`src/rtl/cam_cfg_pkg.sv`:
```
// Shared definitions for the camera configuration sequencer:
// state encoding, table entry layout and well-known field values.
package cam_cfg_pkg;

    localparam int ENTRY_W = 32;

    typedef enum logic [2:0] {
        ST_PWR,
        ST_LOAD,
        ST_REQ,
        ST_WAIT,
        ST_DLY,
        ST_GAP,
        ST_DONE
    } cfg_state_e;

    // Entry layout: [31:24] device, [23:8] register address, [7:0] value
    typedef struct packed {
        logic [7:0]  dev;
        logic [15:0] regaddr;
        logic [7:0]  val;
    } cfg_entry_t;

    // Device field value that turns an entry into a delay marker
    localparam logic [7:0] DLY_MARK = 8'hFF;
    // Default sensor device address
    localparam logic [7:0] DEV_ADDR = 8'h78;

    function automatic cfg_entry_t mk_entry(input logic [7:0] dev,
                                            input logic [15:0] regaddr,
                                            input logic [7:0] val);
        cfg_entry_t e;
        e.dev     = dev;
        e.regaddr = regaddr;
        e.val     = val;
        return e;
    endfunction

    // A delay marker carries its unit count in the low 16 bits of the entry
    function automatic logic [15:0] dly_count(input cfg_entry_t e);
        return {e.regaddr[7:0], e.val};
    endfunction

endpackage

```
`src/rtl/cam_cfg_seq_if.sv`:
```
// Write-request channel between the configuration sequencer and the
// downstream I2C write engine.
interface cam_cfg_seq_if;
    import cam_cfg_pkg::*;

    logic [ENTRY_W-1:0] cfg_data;
    logic               i2c_req;
    logic               i2c_ack;

    modport master (output cfg_data, output i2c_req, input i2c_ack);
    modport slave  (input cfg_data, input i2c_req, output i2c_ack);
endinterface

```
`src/rtl/cam_cfg_rom.sv`:
```
// Sensor register list: indexed case table with a registered output
// (one cycle from addr to data). Entry 1 is a 2-unit delay marker.
module cam_cfg_rom
    import cam_cfg_pkg::*;
(
    input  logic               clk,
    input  logic [7:0]         addr,
    output logic [ENTRY_W-1:0] data
);

    logic [ENTRY_W-1:0] data_d;
    logic [ENTRY_W-1:0] data_q;

    // Table lookup for the presented index
    always_comb begin
        data_d = '0;
        case (addr)
            8'd0:    data_d = mk_entry(DEV_ADDR, 16'h3008, 8'h82);
            8'd1:    data_d = {DLY_MARK, 24'h00_0002};
            8'd2:    data_d = mk_entry(DEV_ADDR, 16'h3008, 8'h42);
            8'd3:    data_d = mk_entry(DEV_ADDR, 16'h3103, 8'h03);
            8'd4:    data_d = mk_entry(DEV_ADDR, 16'h3017, 8'hFF);
            8'd5:    data_d = mk_entry(DEV_ADDR, 16'h3018, 8'hFF);
            8'd6:    data_d = mk_entry(DEV_ADDR, 16'h3034, 8'h1A);
            8'd7:    data_d = mk_entry(DEV_ADDR, 16'h3035, 8'h11);
            default: data_d = '0;
        endcase
    end

    // Output register gives the table its one-cycle latency
    always_ff @(posedge clk) begin
        data_q <= data_d;
    end

    assign data = data_q;

endmodule

```
`src/rtl/cam_cfg_seq.sv`:
```
// Camera register-configuration sequencer. Waits out power-up, then walks
// the register table issuing one I2C write at a time, honouring delay
// markers and an inter-write gap, and raises cfg_done when finished.
// Optional ack watchdog: define CAM_CFG_TIMEOUT_EN.
module cam_cfg_seq
    import cam_cfg_pkg::*;
#(
    parameter int CFG_NUM  = 8,
    parameter int PWR_DLY  = 2000000,
    parameter int GAP_DLY  = 1000,
    parameter int DLY_UNIT = 100000
`ifdef CAM_CFG_TIMEOUT_EN
   ,parameter int TIMEOUT  = 200000
`endif
) (
    input  logic          clk_100,
    input  logic          rst_100,
    input  logic          cfg_start,
    cam_cfg_seq_if.master i2c,
    output logic [7:0]    cfg_idx,
    output logic          cfg_busy,
    output logic          cfg_done,
    output logic          cfg_err
);

    cfg_state_e  state_q, state_d;
    logic [31:0] cnt_q, cnt_d;
    logic [31:0] tgt_q, tgt_d;
    logic        ld_ph_q, ld_ph_d;
    cfg_entry_t  data_q, data_d;
    logic        req_q, req_d;
    logic [7:0]  idx_q, idx_d;
    logic        busy_q, busy_d;
    logic        done_q, done_d;
`ifdef CAM_CFG_TIMEOUT_EN
    logic        err_q, err_d;
`endif

    logic [ENTRY_W-1:0] rom_word;
    cfg_entry_t         rom_entry;

    cam_cfg_rom u_rom (
        .clk  (clk_100),
        .addr (idx_q),
        .data (rom_word)
    );

    assign rom_entry = rom_word;

    // Delay length in cycles, clamped to the 32-bit counter range
    function automatic logic [31:0] sat_dly(input logic [15:0] units);
        logic [47:0] prod;
        prod = 48'(units) * 48'(DLY_UNIT);
        return (|prod[47:32]) ? 32'hFFFF_FFFF : prod[31:0];
    endfunction

    // Counter step that sticks at all-ones instead of wrapping
    function automatic logic [31:0] cnt_inc(input logic [31:0] c);
        return (&c) ? c : c + 32'd1;
    endfunction

    // Next-state and next-output decode for the sequencer FSM
    always_comb begin
        state_d = state_q;
        cnt_d   = cnt_q;
        tgt_d   = tgt_q;
        ld_ph_d = ld_ph_q;
        data_d  = data_q;
        req_d   = 1'b0;
        idx_d   = idx_q;
        busy_d  = busy_q;
        done_d  = done_q;
`ifdef CAM_CFG_TIMEOUT_EN
        err_d   = err_q;
`endif
        case (state_q)
            ST_PWR: begin
                if (cnt_q >= 32'(PWR_DLY - 1)) begin
                    state_d = ST_LOAD;
                    cnt_d   = '0;
                    ld_ph_d = 1'b0;
                end else begin
                    cnt_d = cnt_inc(cnt_q);
                end
            end
            ST_LOAD: begin
                // First cycle lets the ROM register the current index
                if (!ld_ph_q) begin
                    ld_ph_d = 1'b1;
                end else begin
                    ld_ph_d = 1'b0;
                    data_d  = rom_entry;
                    cnt_d   = '0;
                    if (rom_entry.dev == DLY_MARK) begin
                        state_d = ST_DLY;
                        tgt_d   = sat_dly(dly_count(rom_entry));
                    end else begin
                        state_d = ST_REQ;
                        req_d   = 1'b1;
                    end
                end
            end
            ST_REQ: begin
                state_d = ST_WAIT;
                cnt_d   = '0;
            end
            ST_WAIT: begin
                if (i2c.i2c_ack) begin
                    state_d = ST_GAP;
                    cnt_d   = '0;
`ifdef CAM_CFG_TIMEOUT_EN
                end else if (cnt_q >= 32'(TIMEOUT - 1)) begin
                    // Engine never answered: flag it and move on
                    state_d = ST_GAP;
                    cnt_d   = '0;
                    err_d   = 1'b1;
                end else begin
                    cnt_d = cnt_inc(cnt_q);
`endif
                end
            end
            ST_DLY: begin
                // A zero-length marker still spends one cycle here
                if (({1'b0, cnt_q} + 33'd1) >= {1'b0, tgt_q}) begin
                    state_d = ST_GAP;
                    cnt_d   = '0;
                end else begin
                    cnt_d = cnt_inc(cnt_q);
                end
            end
            ST_GAP: begin
                if (cnt_q >= 32'(GAP_DLY - 1)) begin
                    cnt_d = '0;
                    if (idx_q >= 8'(CFG_NUM - 1)) begin
                        state_d = ST_DONE;
                        done_d  = 1'b1;
                        busy_d  = 1'b0;
                    end else begin
                        state_d = ST_LOAD;
                        idx_d   = idx_q + 8'd1;
                        ld_ph_d = 1'b0;
                    end
                end else begin
                    cnt_d = cnt_inc(cnt_q);
                end
            end
            ST_DONE: begin
                // Restart skips the power-up delay
                if (cfg_start) begin
                    state_d = ST_LOAD;
                    idx_d   = '0;
                    done_d  = 1'b0;
                    busy_d  = 1'b1;
                    ld_ph_d = 1'b0;
                    cnt_d   = '0;
`ifdef CAM_CFG_TIMEOUT_EN
                    err_d   = 1'b0;
`endif
                end
            end
            default: begin
                state_d = ST_PWR;
                cnt_d   = '0;
            end
        endcase
    end

    // State and registered outputs; reset takes priority over cfg_start
    always_ff @(posedge clk_100) begin
        if (rst_100) begin
            state_q <= ST_PWR;
            cnt_q   <= '0;
            tgt_q   <= '0;
            ld_ph_q <= 1'b0;
            data_q  <= '0;
            req_q   <= 1'b0;
            idx_q   <= '0;
            busy_q  <= 1'b1;
            done_q  <= 1'b0;
`ifdef CAM_CFG_TIMEOUT_EN
            err_q   <= 1'b0;
`endif
        end else begin
            state_q <= state_d;
            cnt_q   <= cnt_d;
            tgt_q   <= tgt_d;
            ld_ph_q <= ld_ph_d;
            data_q  <= data_d;
            req_q   <= req_d;
            idx_q   <= idx_d;
            busy_q  <= busy_d;
            done_q  <= done_d;
`ifdef CAM_CFG_TIMEOUT_EN
            err_q   <= err_d;
`endif
        end
    end

    assign i2c.cfg_data = data_q;
    assign i2c.i2c_req  = req_q;
    assign cfg_idx      = idx_q;
    assign cfg_busy     = busy_q;
    assign cfg_done     = done_q;
`ifdef CAM_CFG_TIMEOUT_EN
    assign cfg_err      = err_q;
`else
    assign cfg_err      = 1'b0;
`endif

endmodule
```
`src/flat_wrapper.sv`:
```
// flat-port wrapper written by rule: the top's interface ports become plain ports
module cam_cfg_seq_flat import cam_cfg_pkg::*;
#(
    parameter int CFG_NUM  = 8,
    parameter int PWR_DLY  = 2000000,
    parameter int GAP_DLY  = 1000,
    parameter int DLY_UNIT = 100000

)
  (clk_100, rst_100, cfg_start, cfg_idx, cfg_busy, cfg_done, cfg_err, i2c_cfg_data, i2c_i2c_req, i2c_i2c_ack);
  cam_cfg_seq_if i2c_i ();
  input  logic clk_100;
  input  logic rst_100;
  input  logic cfg_start;
  output logic [7:0] cfg_idx;
  output logic cfg_busy;
  output logic cfg_done;
  output logic cfg_err;
  output wire logic [$bits(i2c_i.cfg_data)-1:0] i2c_cfg_data;
  output wire logic [$bits(i2c_i.i2c_req)-1:0] i2c_i2c_req;
  input wire logic [$bits(i2c_i.i2c_ack)-1:0] i2c_i2c_ack;
  assign i2c_cfg_data = i2c_i.cfg_data;
  assign i2c_i2c_req = i2c_i.i2c_req;
  assign i2c_i.i2c_ack = i2c_i2c_ack;
  cam_cfg_seq #(.CFG_NUM(CFG_NUM), .PWR_DLY(PWR_DLY), .GAP_DLY(GAP_DLY), .DLY_UNIT(DLY_UNIT)) u_core (.clk_100(clk_100), .rst_100(rst_100), .cfg_start(cfg_start), .i2c(i2c_i), .cfg_idx(cfg_idx), .cfg_busy(cfg_busy), .cfg_done(cfg_done), .cfg_err(cfg_err));
endmodule
```
`config.mk`:
```
export PLATFORM = sky130hd
export DESIGN_NAME = cam_cfg_seq_flat
export DESIGN_NICKNAME = d
export VERILOG_FILES = /design/src/rtl/cam_cfg_pkg.sv /design/src/rtl/cam_cfg_seq_if.sv /design/src/rtl/cam_cfg_rom.sv /design/src/rtl/cam_cfg_seq.sv /design/src/flat_wrapper.sv
export SDC_FILE = /design/constraint.sdc
export NUM_CORES = 1
export LEC_CHECK = 0
export BUFFER_PORTS_ARGS = -buffer_cell sky130_fd_sc_hd__buf_2
export CORE_UTILIZATION = 67
export DETAILED_ROUTE_END_ITERATION = 12
export GPL_TIMING_DRIVEN = 1
export MAX_ROUTING_LAYER = met4
export PLACE_DENSITY = 0.86
export SLEW_MARGIN = 25
export SYNTH_ARGS = -nofsm -noshare
export SYNTH_HDL_FRONTEND = slang
export SYNTH_SLANG_ARGS = --single-unit
```
`constraint.sdc`:
```
create_clock -name clk_100 -period 9.9 [get_ports clk_100]
set_clock_uncertainty 0.05 [all_clocks]
set_input_delay 0.495 -clock clk_100 [delete_from_list [all_inputs] [get_ports clk_100]]
set_output_delay 0.495 -clock clk_100 [all_outputs]
set_load 0.1 [all_outputs]
```
======== Yosys cells after proc, flatten, opt, wreduce, memory -nomap -nowiden ========
Memories as Yosys holds them, arrays and structs flattened. A register that Yosys moved wholly into a read port is not among the register bits.
Cells that the tools add are included.
W data, S select, Z words.
operators by class
  bitwise logic cells ..................... 2
  reduce and logical (&&, ||, !) cells .... 14
  multiply operators ...................... 1
  equality and inequality tests ........... 15
  magnitude comparators ................... 4
  multiplexer cells ....................... 36
  add/subtract/negate cells ............... 3
operator list
  operator                  number
  $mux W32                  8
  $pmux W32 S6              1
  $add A32 B1 Y33 const B   1
  $ge A33 B32 Y1            1
  $add A32 B1 Y32 const B   1
  $ge A32 B10 Y1 const B    1
  $ge A32 B21 Y1 const B    1
  $reduce_and A32 Y1        1
  $mul A16 B12 Y28 const B  1
  $mux W3                   8
  $mux W8                   3
  $pmux W3 S7               1
  $pmux W8 S2               1
  $mux W1                   11
  $ne A2 B1 Y1 const B      5
  $eq A3 B3 Y1 const B      3
  $add A8 B1 Y8 const B     1
  $eq A8 B8 Y1 const B      1
  $ge A8 B3 Y1 const B      1
  $reduce_and A4 Y1         2
  $eq A3 B2 Y1 const B      2
  $ne A2 B2 Y1 const B      3
  $reduce_and A3 Y1         2
  $reduce_and A6 Y1         1
  other kinds (12)          14
storage, ports and cells
  memory bits (read-only) ................. 168
  register bits ........................... 143
  word-level logic and storage cells ...... 88
  memories ................................ 1
  bits of input ports ..................... 4
  output and inout bits ................... 44
memories
  memory            depth  bits a word  rd ports  clocked after memory_dff  wr ports  RTL line           source
  (name not given)  8      21           1         1                         0         cam_cfg_rom.sv:17  case (addr)

======== Longest topological paths before layout ========
Gate-level depths: netlist of run 1.
  depth in word-level cells ............... 4
  depth in mapped cells ................... 19
  depth with buffers taken out ............ 18

======== By module ========
A second synthesis of run 1 with hierarchy kept.
unflattened totals
  cells, all modules ...................... 1171
  area total of the unflattened synthesis .. 9711.8 um^2
modules (own cells, without submodules)
  module       cells each  instances  sequential area each (um^2)  area each (um^2)
  cam_cfg_seq  1097        1          2142.1                       8891.0
  cam_cfg_rom  74          1          320.3                        820.8

======== Worst setup path after synthesis of run 1 ========
Ideal clock, no wire load.
  kind .................................... register to register
  start point ............................. register u_core.u_rom.data_q[12] (netlist: u_core.u_rom.data[12])
  end point ............................... register u_core.tgt_q[14]
  arrival ................................. 4.603 ns
  library setup time ...................... 0.142 ns
  required time ........................... 9.708 ns
  buffers on the path ..................... 1
  stages on the path, launching flop included .. 19
  path slack .............................. 5.105 ns
  clock period less this slack ............ 4.795 ns
  path through ............................ dfxtp_1 -> ha_1 -> ha_1 -> inv_1 -> fa_1 -> inv_1 -> fa_1 -> inv_1 -> fa_1 -> inv_1 -> ha_1 -> a21o_1 -> a21o_1 -> a221o_1 -> a21o_1 -> a21oi_1 -> a31o_2 -> buf_2 -> a221oi_1
between the ends
  longest elaborated chain between the ends .. 2
RTL lines
  element               RTL line            source
  start, declared       cam_cfg_rom.sv:12   logic [ENTRY_W-1:0] data_q;
  $mul A16 B12 Y28      cam_cfg_seq.sv:53   prod = 48'(units) * 48'(DLY_UNIT);
  $mux W32              cam_cfg_seq.sv:54   return (|prod[47:32]) ? 32'hFFFF_FFFF : prod[31:0];
  end signal, assigned  cam_cfg_seq.sv:186  tgt_q <= tgt_d;
  end, declared         cam_cfg_seq.sv:28   logic [31:0] tgt_q, tgt_d;
Every way passes these cells.
A chain may end at the register's enable or synchronous reset.

======== Final worst setup path of run 1 ========
  start point ............................. register u_core.u_rom.data_q[12] (netlist: u_core.u_rom.data[12])
  end point ............................... register u_core.tgt_q[24]
The elaborated chain is that of the path after synthesis.

==> impl_results.rst, run 1 <==
.. list-table::
   :header-rows: 1

   * - Metric
     - Value
   * - Result of the run
     - finished clean
   * - Placer Congestion
     - 0.965
   * - Count of input and output buffers
     - 39
   * - Max stage delay on crit path
     - 0.59 ns
   * - Cts bufs inserted
     - 9
   * - FFs w/ async S/R, synth
     - 0
   * - Commonest register cell after synthesis
     - dfxtp_1
   * - Maximum number of pins on one net before global-route repair
     - 45
   * - F_max
     - 187 MHz
   * - Warnings, synthesis
     - 0
   * - Synthesized instance count
     - 1,028
   * - Number of I/O pins
     - 48
   * - Count of buffering cells on the critical path with inverters included
     - 4
   * - Die W
     - 116 um
   * - Tot GR Track Use
     - 0.316
   * - Critical-path cell with the highest stage delay
     - dfxtp_1
   * - Startpoint class of the critical path
     - register
   * - Total congestion overflow after global routing
     - 0
   * - Most frequent cell on the critical path
     - inv_1
   * - Clk Latency, worst-skew pair
     - 0.36 ns
   * - Area delta synth->final
     - 5.62%
   * - Data required time at the worst endpoint
     - 10.05 ns
   * - Maximum buffer depth of the clock tree
     - 2
   * - Worst slew margin
     - 0.439
   * - Final count of negative-setup-slack endpoints
     - 0
   * - Initial DRC Count
     - 683
   * - Most instantiated library cell after synthesis
     - inv_1
   * - Starting density of the core
     - 0.689
   * - Cells resized by post-CTS repair
     - 0
   * - Antenna violations before repair
     - 0
   * - Category of the most critical setup path
     - reg -> reg
   * - Antenna-violating nets left
     - 0
   * - CP delay by family, top
     - adder cells
   * - Count of clock tree sinks
     - ~110
   * - DRT Wirelength
     - between 15,000 and 20,000 um
   * - HPWL after detailed placement
     - 15,100 um
   * - Unrepaired setup endpoints after global routing
     - false
   * - H-tree depth reported by CTS
     - 3
   * - Number of enable flip-flop cells after synthesis
     - 0
   * - Wire length of the first global-routing pass
     - roughly 32,000 um
   * - Post-layout nets
     - 1,211
   * - Power per Cell Area
     - roughly 90 mW/mm^2
   * - Fraction of the yosys area taken by sequential cells
     - 0.245
   * - Wire length per cell after detailed routing
     - between 15 and 20 um
   * - Leading post-synthesis cells by cell area
     - dfxtp_1 25%, ha_1 19%, fa_1 8.5%
   * - Number of cells after detailed placement
     - 1,197
   * - Worst VDD drop
     - 159 uV
   * - Count of different cell masters after synthesis
     - 70
   * - Post-Syn Area per Cell
     - 8.49 sq um
   * - Antenna diodes
     - 0
   * - Slew at the pin with the worst max-slew slack
     - approximately 0.84 ns
   * - Yosys top cell by area
     - dfxtp_1
   * - Total area of multi-input combinational cells
     - 0.00580 sq mm
   * - Number of cells in the finished layout apart from fillers
     - ~1,200
   * - Drt drc
     - 0
   * - Yosys top cell area share
     - 0.245
   * - Fillers
     - 955
   * - Area taken by flip-flops and latches
     - ~0.0021 sq mm
   * - Share of final-layout standard cells stronger than drive strength 1
     - 0.0884
   * - Cell at the root of the clock tree
     - clkbuf_16
   * - Final hold violations
     - 0
   * - Die Area
     - 0.0135 sq mm
   * - Final worst-path cycle share
     - 0.542
   * - Worst min path class
     - reg -> reg
   * - Register bit count reported by yosys
     - 107
   * - Clock slew at reported path FFs
     - 0.07 ns
   * - Routed vias/inst
     - between 5 and 6
   * - Data arrival time of the worst path
     - 5.51 ns
   * - Post-CTS Setup Bufs
     - 0
   * - Cell area after synthesis
     - 0.00873 sq mm
   * - CTS tree
     - yes
   * - Critical path capture point type
     - register
   * - Number of global-route vias before repair
     - 6,708
   * - First-pass iteration count of the detailed router
     - 7
   * - Max cap viols
     - 0
   * - Via count
     - 7,175
   * - CP max FO
     - 21
   * - Total negative setup slack
     - 0 ns
   * - Worst-path cell chain
     - ha_1 > ha_1 > inv_1 > fa_1 > inv_1 > fa_1 > inv_1 > fa_1 > inv_1 > ha_1 > a21o_1 > a21o_1 > a221o_1 > a21o_1 > a21oi_1 > a31o_2 > a221oi_1
   * - Top cell types by occurrence after synthesis
     - 143 x inv_1, 134 x ha_1, 107 x dfxtp_1
   * - Final Max Tran Viols
     - 0
   * - Core area
     - approximately 0.013 sq mm
   * - Std-Cell Rows
     - between 40 and 50
   * - Hold bufs inserted after CTS
     - 0
   * - Leakage dissipation
     - 4.40 nW
   * - Die Ht
     - 116 um
   * - Minimum clock period
     - ~5.4 ns
[layout make-up]
class,instances,share of cell area
timing repair buffer,42,0.0236
inverter,143,0.0582
clock buffer,13,0.0282
tap,172,0.0233
sequential,107,0.232
multi-input combinational,733,0.629
clock inverter,3,0.00502
[metrics by stage]
step           total power [mW]  worst slack (ns)  utilization  hold WS, ns  instance area (sq um)
2_1_floorplan             0.473              5.11            -        0.367                   8760
3_3_place_gp              0.475              4.76        0.704        0.380                   8910
3_5_place_dp              0.476              4.59        0.704        0.384                   8910
4_1_cts                   0.843              4.56        0.728        0.394                   9220
5_1_grt                   0.859              4.29        0.728        0.412                   9220
6_report                  0.840              4.54        0.728        0.401                   9220
[final timing paths]
kind | startpoint | endpoint | slack [ns] | cells after the start
min | u_core.u_rom.data[21] | u_core.i2c.cfg_data[20] | 0.40 | 2
max | u_core.u_rom.data[12] | u_core.tgt_q[24] | 4.54 | 17
max reg2reg | u_core.u_rom.data[12] | u_core.tgt_q[24] | 4.54 | 17
min reg2reg | u_core.u_rom.data[21] | u_core.i2c.cfg_data[20] | 0.40 | 2
[flip-flops by register name, summed over array words and instances (netlist names)]
name	flops
u_core.i2c.i2c_req	1
u_core.u_rom.data	16
u_core.tgt_q	28
u_core.cfg_idx	8
u_core.i2c.cfg_data	16
u_core.ld_ph_q	1
u_core.cnt_q	32
u_core.state_q	3
u_core.cfg_busy	1
u_core.cfg_done	1
[worst register-to-register path, stage by stage, from the launching register on]
cell,delay [ns]
dfxtp_1,0.59
ha_1,0.32
ha_1,0.30
inv_1,0.06
fa_1,0.52
inv_1,0.05
fa_1,0.49
inv_1,0.06
fa_1,0.54
inv_1,0.05
ha_1,0.37
a21o_1,0.21
a21o_1,0.18
a221o_1,0.33
a21o_1,0.20
a21oi_1,0.27
a31o_2,0.48
a221oi_1,0.15
[report_power, final]
group	leakage (nW)	internal (mW)	switching, mW
clock network	0.146	0.211	0.163
registers	0.862	0.431	0.00192
logic	3.39	0.00644	0.0271
[logic make-up (layout without fill, tap and decap cells)]
| logic type | count (synthesis) | after routing | synth area share |
|---|---|---|---|
| flip-flops | 107 | 107 | 0.245 |
| AO/OA/AOI/OAI | 233 | 233 | 0.176 |
| XOR/XNOR | 47 | 47 | 0.0480 |
| AND/OR/NAND/NOR | 273 | 273 | 0.159 |
| adder cells (fa/ha/maj) | 171 | 171 | 0.277 |
| multiplexers | 1 | 1 | 0.00115 |
| buffers and inverters | 195 | 201 | 0.0934 |
| other | 1 | 8 | 0.000430 |
[cell usage in the layout, fill, tap and decap left out, drive strengths merged, types with 7 or more instances in the layout]
cell type    n
inv        143
ha         134
dfxtp      107
nand2      103
a21oi       88
nor2        66
o21ai       49
buf         42
fa          37
xnor2       33
a221oi      24
nand3       16
nand4       16
and3        15
nor3        15
xor2        14
clkbuf      13
a21o        11
o31ai        9
nor4         9
conb         8
nor2b        7
o21a         7
[layer usage]
| layer | GRT usage | vias to the layer above | share of wire |
|---|---|---|---|
| li1 | - | 3518 | - |
| met1 | 0.389 | 3350 | 0.43 |
| met2 | 0.506 | 247 | 0.48 |
| met3 | 0.0555 | 60 | 0.055 |
| met4 | 0.141 | 0 | 0.033 |
| met5 | - | - | 0 |
(Power assumes the default switching activity.)
==> run 2: changes to the inputs <==
- ABC_AREA: not set -> 1
- CORE_UTILIZATION: 67 -> 57
- PLACE_DENSITY: 0.86 -> 0.78
- clock period: 9.9 -> 4.7 ns (I/O delays scaled with it)
==> run 2 against run 1 <==
Compared with the run above: synthesized cell count up 21%; via count rose by 10%; sequential power rose by 140%; routed wire length up 11%; clock power up 110%; largest cell class unchanged; highest routed layer unchanged.
==> impl_results.rst, run 2 <==
.. list-table::
   :header-rows: 1

   * - Metric
     - Value
   * - Worst VDD drop
     - 262 uV
   * - Minimum clock period
     - 4.51 ns
   * - Synthesized instance count
     - 1,248
   * - Startpoint class of the critical path
     - register
   * - Leading post-synthesis cells by cell area
     - dfxtp_1 24%, ha_1 18%, nand2_1 9.8%
   * - Maximum number of pins on one net before global-route repair
     - 46
   * - Most instantiated library cell after synthesis
     - nand2_1
   * - Final Max Tran Viols
     - 0
   * - Final worst-path cycle share
     - 0.959
   * - Count of different cell masters after synthesis
     - 50
   * - Die Ht
     - about 130 um
   * - Number of global-route vias before repair
     - approximately 7,300
   * - Via count
     - 7,928
   * - CP max FO
     - 7
   * - Worst Reg2Reg Path Length in Cells
     - 20
   * - Category of the most critical setup path
     - reg -> reg
   * - Share of final-layout standard cells stronger than drive strength 1
     - 0.101
   * - Fraction of the yosys area taken by sequential cells
     - 0.236
   * - Starting density of the core
     - 0.591
   * - Post-Syn Area per Cell
     - 7.28 sq um
   * - CTS tree
     - yes
   * - Clock slew at reported path FFs
     - about 0.08 ns
   * - Std-Cell Rows
     - 45
   * - Number of I/O pins
     - 48
   * - Launch instance of the worst register-to-register path
     - u_core.u_rom.data[12]
   * - FFs w/ async S/R, synth
     - 0
   * - Count of clock tree sinks
     - about 110
   * - Count of input and output buffers
     - 39
   * - Top cell types by occurrence after synthesis
     - 237 x nand2_1, 224 x inv_1, 134 x ha_1
   * - Die Area
     - about 0.016 sq mm
   * - Placer Congestion
     - 0.965
   * - Slew at the pin with the worst max-slew slack
     - between 1 and 1.5 ns
   * - Worst min path class
     - in -> reg
   * - Setup slack of the worst register-to-register path
     - 0.19 ns
   * - Routed vias/inst
     - 5.31
   * - Cell at the root of the clock tree
     - clkbuf_16
   * - Post-route design area
     - 0.00983 sq mm
   * - Wire length of the first global-routing pass
     - 36,100 um
   * - Flip-flop count of the largest register, all copies and words added
     - 32
   * - Final hold violations
     - 0
   * - Cts bufs inserted
     - 9
   * - Tot GR Track Use
     - 0.288
   * - Data arrival time of the worst path
     - between 4 and 5 ns
   * - Commonest register cell after synthesis
     - dfxtp_1
   * - Data required time at the worst endpoint
     - 4.92 ns
   * - Total congestion overflow after global routing
     - 0
   * - HPWL after detailed placement
     - approximately 17,000 um
   * - Register with the most flip-flops
     - u_core.cnt_q
   * - Number of enable flip-flop cells after synthesis
     - 0
   * - Yosys top cell area share
     - 0.236
   * - DRT Wirelength
     - ~22,000 um
   * - Endpoint of the most critical setup path
     - u_core.tgt_q[8]
   * - Placement Cell Area
     - 0.00941 sq mm
   * - F_max
     - about 220 MHz
   * - Commonest non-fill, non-tap cell in the layout
     - nand2_1
   * - Core area
     - about 0.015 sq mm
   * - Die W
     - 128 um
   * - Maximum buffer depth of the clock tree
     - 2
   * - Yosys top cell by area
     - dfxtp_1
   * - Cell area after synthesis
     - 0.00908 sq mm
   * - CP startpoint
     - u_core.u_rom.data[12]
   * - Warnings, synthesis
     - 0
   * - Antenna violations before repair
     - 0
   * - Clk Latency, worst-skew pair
     - 0.38 ns
   * - Antenna-violating nets left
     - 0
   * - Hold bufs inserted after CTS
     - 0
   * - Initial DRC Count
     - 508
   * - Top Registers
     - u_core.cnt_q x32, u_core.tgt_q x28
   * - Wire length per cell after detailed routing
     - 14.8 um
   * - Result of the run
     - finished clean
   * - Critical path capture point type
     - register
   * - Antenna diodes
     - 0
   * - Leakage dissipation
     - 5.15 nW
   * - Power per Cell Area
     - 374 mW/mm^2
   * - Area delta synth->final
     - 8.21%
   * - First-pass iteration count of the detailed router
     - 5
   * - Final count of negative-setup-slack endpoints
     - 0
   * - Max cap viols
     - 0
   * - Destination of the worst register-to-register timing path
     - u_core.tgt_q[8]
   * - Post-layout nets
     - 1,451
   * - Total power consumption of the routed design
     - 3.68 mW
   * - Drt drc
     - 0
   * - Worst slew margin
     - 0.288
   * - Register bit count reported by yosys
     - 107
   * - Top library cells by usage in the layout, fill and taps aside
     - 236 x nand2_1, 223 x inv_1, 127 x ha_1, 113 x nor2_1, 101 x dfxtp_1
   * - H-tree depth reported by CTS
     - 3
run 2: changes by cell type after synthesis, moves of 19 or more:
cell and delta:
nand2_1 +136, a221oi_1 -22, nand3_1 +19, xnor2_1 -23, nor2_1 +49, inv_1 +81
run 2: worst min-delay path by stage:
stage,start,end,cells after the start
after floorplan,u_core.u_rom.data[16],u_core.i2c.cfg_data[16],2
after global placement,u_core.cfg_idx[4],u_core.cfg_idx[4],2
after detailed placement,u_core.cfg_idx[4],u_core.cfg_idx[4],2
after CTS,i2c_i2c_ack,u_core.state_q[2],6
after global routing,i2c_i2c_ack,u_core.state_q[2],6
final,i2c_i2c_ack,u_core.state_q[2],6
run 2: area by class of cell:
class,instances,area (sq um)
tap,211,264
inverter,231,868
clock inverter,7,77.6
fill,1401,5540
multi-input combinational,875,5950
sequential,107,2150
clock buffer,9,225
timing repair buffer,52,297
run 2: per-stage QoR:
stage / std cells / setup TNS (ns) / hold WS, ns / setup slack (ns) / util
floorplan: 1255 / 0 / 0.381 / 0.383 / -
global placement: 1475 / 0 / 0.390 / 0.133 / 0.612
detailed placement: 1475 / 0 / 0.390 / 0.0341 / 0.612
CTS: 1491 / 0 / 0.332 / 0.00792 / 0.632
global route: 1492 / -0.0155 / 0.411 / -0.00817 / 0.639
finish: 1492 / 0 / 0.328 / 0.192 / 0.639
run 2: repair_timing:
action,4_1_cts,5_1_grt
setup endpoints to repair,0,28
buffers inserted,0,1
resized for setup,0,29
run 2: per-layer routing:
metal,global-route usage,part of all wire
met5,-,0
met4,0.104,0.032
met3,0.0492,0.049
met2,0.459,0.46
met1,0.367,0.45
run 2: worst max-delay path: stages, from the launching register on:
cell and delay (ns):
dfxtp_2 0.36, ha_1 0.33, ha_1 0.31, inv_1 0.06, fa_1 0.53, inv_1 0.05
fa_1 0.49, inv_1 0.05, fa_1 0.53, inv_1 0.04, ha_1 0.31, a21oi_1 0.25
o21ai_0 0.12, inv_1 0.09, o21ai_1 0.08, nand2_1 0.07, nand3_1 0.14, nor2_4 0.22
inv_2 0.10, o21ai_0 0.18, inv_1 0.05
run 2: where the power goes:
group / internal, mW / switching (mW)
Combinational: 0.579 / 1.29
Clock: 0.379 / 0.408
Sequential: 0.962 / 0.0562
Total: 1.92 / 1.76
run 2: kinds of logic (layout without fill, tap and decap cells):
group | after synthesis | count (layout) | share of synthesized area
simple gates | 465 | 465 | 0.223
buf+inv | 273 | 299 | 0.123
compound gates | 195 | 195 | 0.117
fa+ha+maj | 171 | 171 | 0.266
flops | 107 | 107 | 0.236
xor+xnor | 36 | 36 | 0.0347
other cells | 1 | 8 | 0.000413
==> run 3: changes to the inputs <==
- ABC_AREA: 1 -> 0
==> run 3 against run 2 <==
Compared with the run above: combinational power down 96%; cell area rose by 3.2%; sequential share of layout area is 0.56 points lower; core utilization is 4.8 points higher; routed wire length is 0.17% higher; first-iteration DRC count shrank 15%; worst setup slack lost 0.12 ns; power decreased by 51%; critical path depth down 1; via count down 6.7%; clock power up 6.2%; largest power group is now registers.
==> impl_results.rst, run 3 (synthesis gave the netlist of run 1 again) <==
.. list-table::
   :header-rows: 1

   * - Metric
     - Value
   * - Result of the run
     - finished clean
   * - Cell at the root of the clock tree
     - clkbuf_16
   * - Part of the total power dissipated in the clock network
     - 0.460
   * - Wire length of the first global-routing pass
     - 36,000 um
   * - CP max FO
     - 5
   * - Die Ht
     - roughly 130 um
   * - Flip-flop count of the largest register, all copies and words added
     - 32
   * - Number of global-route vias before repair
     - ~7,200
   * - Critical path capture point type
     - register
   * - DRT Wirelength
     - 22,100 um
   * - Sink of the worst hold path
     - u_core.cnt_q[10]
   * - Data required time at the worst endpoint
     - 4.93 ns
   * - Via count
     - 7,398
   * - Starting density of the core
     - 0.592
   * - Number of I/O pins
     - 48
   * - Worst min-delay path startpoint
     - cfg_start
   * - Worst Reg2Reg Path Length in Cells
     - 19
   * - Category of the most critical setup path
     - reg -> reg
   * - Antenna-violating nets left
     - 0
   * - Maximum buffer depth of the clock tree
     - 2
   * - Share of final-layout standard cells stronger than drive strength 1
     - 0.186
   * - Final hold violations
     - 0
   * - Slew at the pin with the worst max-slew slack
     - 0.926 ns
   * - Minimum clock period
     - 4.63 ns
   * - Die W
     - ~130 um
   * - Sequential share of power
     - 0.500
   * - Combinational cell fraction of total power
     - 0.040
   * - Total area of multi-input combinational cells
     - 0.00626 sq mm
   * - Finished Core Util
     - 0.688
   * - Fillers
     - 1,138
   * - Top library cells by usage in the layout, fill and taps aside
     - 139 x inv_1, 108 x ha_1, 100 x nand2_1, 99 x dfxtp_1, 81 x a21oi_1
   * - Post-layout nets
     - 1,262
   * - Launch instance of the worst register-to-register path
     - u_core.u_rom.data[12]
   * - Die Area
     - 0.0158 sq mm
   * - Core area
     - 0.0148 sq mm
   * - Cts bufs inserted
     - 9
   * - Min-Delay Path Depth
     - 4
   * - Internal power consumption
     - 1.40 mW
   * - Routed vias/inst
     - ~5.8
   * - Net load switching power
     - approximately 0.42 mW
   * - Placer Congestion
     - between 0.9 and 1
   * - Leakage dissipation
     - 4.65 nW
   * - Power per Cell Area
     - between 150 and 200 mW/mm^2
   * - Data arrival time of the worst path
     - approximately 4.9 ns
   * - Setup slack of the worst register-to-register path
     - 0.07 ns
   * - First-pass iteration count of the detailed router
     - 5
   * - CP startpoint
     - u_core.u_rom.data[12]
   * - Total negative setup slack
     - 0 ns
   * - Top Registers
     - u_core.cnt_q x32, u_core.tgt_q x28
   * - Unrepaired setup endpoints after global routing
     - true
   * - Antenna violations before repair
     - 2
   * - Maximum number of pins on one net before global-route repair
     - 80
   * - Area taken by flip-flops and latches
     - 0.00216 sq mm
   * - Count of input and output buffers
     - 39
   * - HPWL after detailed placement
     - 16,000 um
   * - Worst min path class
     - in -> reg
   * - Initial DRC Count
     - 430
   * - Clk Latency, worst-skew pair
     - approximately 0.36 ns
   * - Worst hold margin
     - 0.313 ns
   * - F_max
     - 216 MHz
   * - Final count of negative-setup-slack endpoints
     - 0
   * - Clock slew at reported path FFs
     - around 0.07 ns
   * - Count of clock tree sinks
     - 107
   * - Max cap viols
     - 0
   * - H-tree depth reported by CTS
     - 3
   * - CTS tree
     - yes
   * - Total congestion overflow after global routing
     - 0
   * - Wire length per cell after detailed routing
     - ~17 um
   * - Final worst-path cycle share
     - 0.985
   * - Net Sw Frac
     - 0.229
   * - Tot GR Track Use
     - 0.295
   * - Final Max Tran Viols
     - 0
   * - Commonest non-fill, non-tap cell in the layout
     - inv_1
   * - Startpoint class of the critical path
     - register
   * - Worst VDD drop
     - roughly 220 uV
   * - Std-Cell Rows
     - 44
   * - Destination of the worst register-to-register timing path
     - u_core.tgt_q[30]
   * - Register with the most flip-flops
     - u_core.cnt_q
   * - Worst slew margin
     - 0.378
   * - Drt drc
     - 0
   * - Area delta synth->final
     - 16.2%
   * - Hold bufs inserted after CTS
     - 0
run 3: cell count changes in the layout (fill, tap and decap cells not counted), sizes merged, moves of 15 or more:
cell,change
nor2,-56
and3,+15
nand2,-145
inv,-88
xnor2,+24
nand3,-19
buf,+41
a221oi,+23
run 3: metrics by stage:
stage | total power, mW | setup WS [ns] | cell area [sq um] | std cells
after detailed placement | 1.00 | -0.255 | 9310 | 1258
after CTS | 1.82 | 0.000693 | 9890 | 1275
final | 1.82 | 0.0720 | 10100 | 1277
after floorplan | 0.996 | 0.000723 | 8760 | 1035
after global routing | 1.87 | -0.0504 | 10100 | 1277
after global placement | 1.00 | -0.0947 | 9310 | 1258
run 3: power groups by stage:
| stage | Combinational (mW) | Clock, mW | Sequential (mW) |
|---|---|---|---|
| global placement | 0.0702 | 0 | 0.932 |
| CTS | 0.0717 | 0.839 | 0.910 |
| finish | 0.0727 | 0.836 | 0.908 |
| floorplan | 0.0640 | 0 | 0.932 |
| detailed placement | 0.0711 | 0 | 0.932 |
| global route | 0.0766 | 0.885 | 0.908 |
run 3: per-layer routing:
layer,GRT usage,part of all wire,vias up
met5,-,0,-
met4,0.119,0.034,0
met3,0.0518,0.045,53
met2,0.486,0.48,195
met1,0.359,0.44,3506
li1,-,-,3644
run 3: area by class of cell:
| type | count | area share |
|---|---|---|
| tap | 184 | 0.0227 |
| clock buffer | 11 | 0.0239 |
| multi-input combinational | 733 | 0.617 |
| clock inverter | 4 | 0.00728 |
| sequential | 107 | 0.213 |
| inverter | 143 | 0.0529 |
| antenna | 2 | 0.000493 |
| timing repair buffer | 93 | 0.0628 |
run 3: worst max-delay path by stage:
stage | end | slack, ns | cells after the start
floorplan | u_core.tgt_q[27] | 0.0007 | 18
global placement | u_core.tgt_q[5] | -0.09 | 17
detailed placement | u_core.tgt_q[10] | -0.26 | 17
CTS | u_core.tgt_q[27] | 0.0007 | 19
global route | u_core.tgt_q[31] | -0.05 | 20
finish | u_core.tgt_q[30] | 0.07 | 19
run 3: critical path, stage by stage, from the launching register on:
cell      delay, ns
dfxtp_4        0.41
ha_4           0.22
ha_4           0.26
inv_2          0.04
fa_1           0.61
inv_2          0.06
fa_1           0.50
inv_1          0.05
fa_1           0.49
inv_2          0.05
ha_4           0.21
a21o_1         0.18
a21o_1         0.16
a221o_1        0.34
a21o_1         0.18
a21oi_2        0.15
buf_4          0.16
nand2b_4       0.07
xnor2_2        0.14
a221oi_2       0.22
run 3: timing repair:
action                     CTS  global route
setup endpoints to repair   28            28
setup buffers                1             0
pin swaps                   14            23
gates cloned                 1             0
resized for setup           34            45
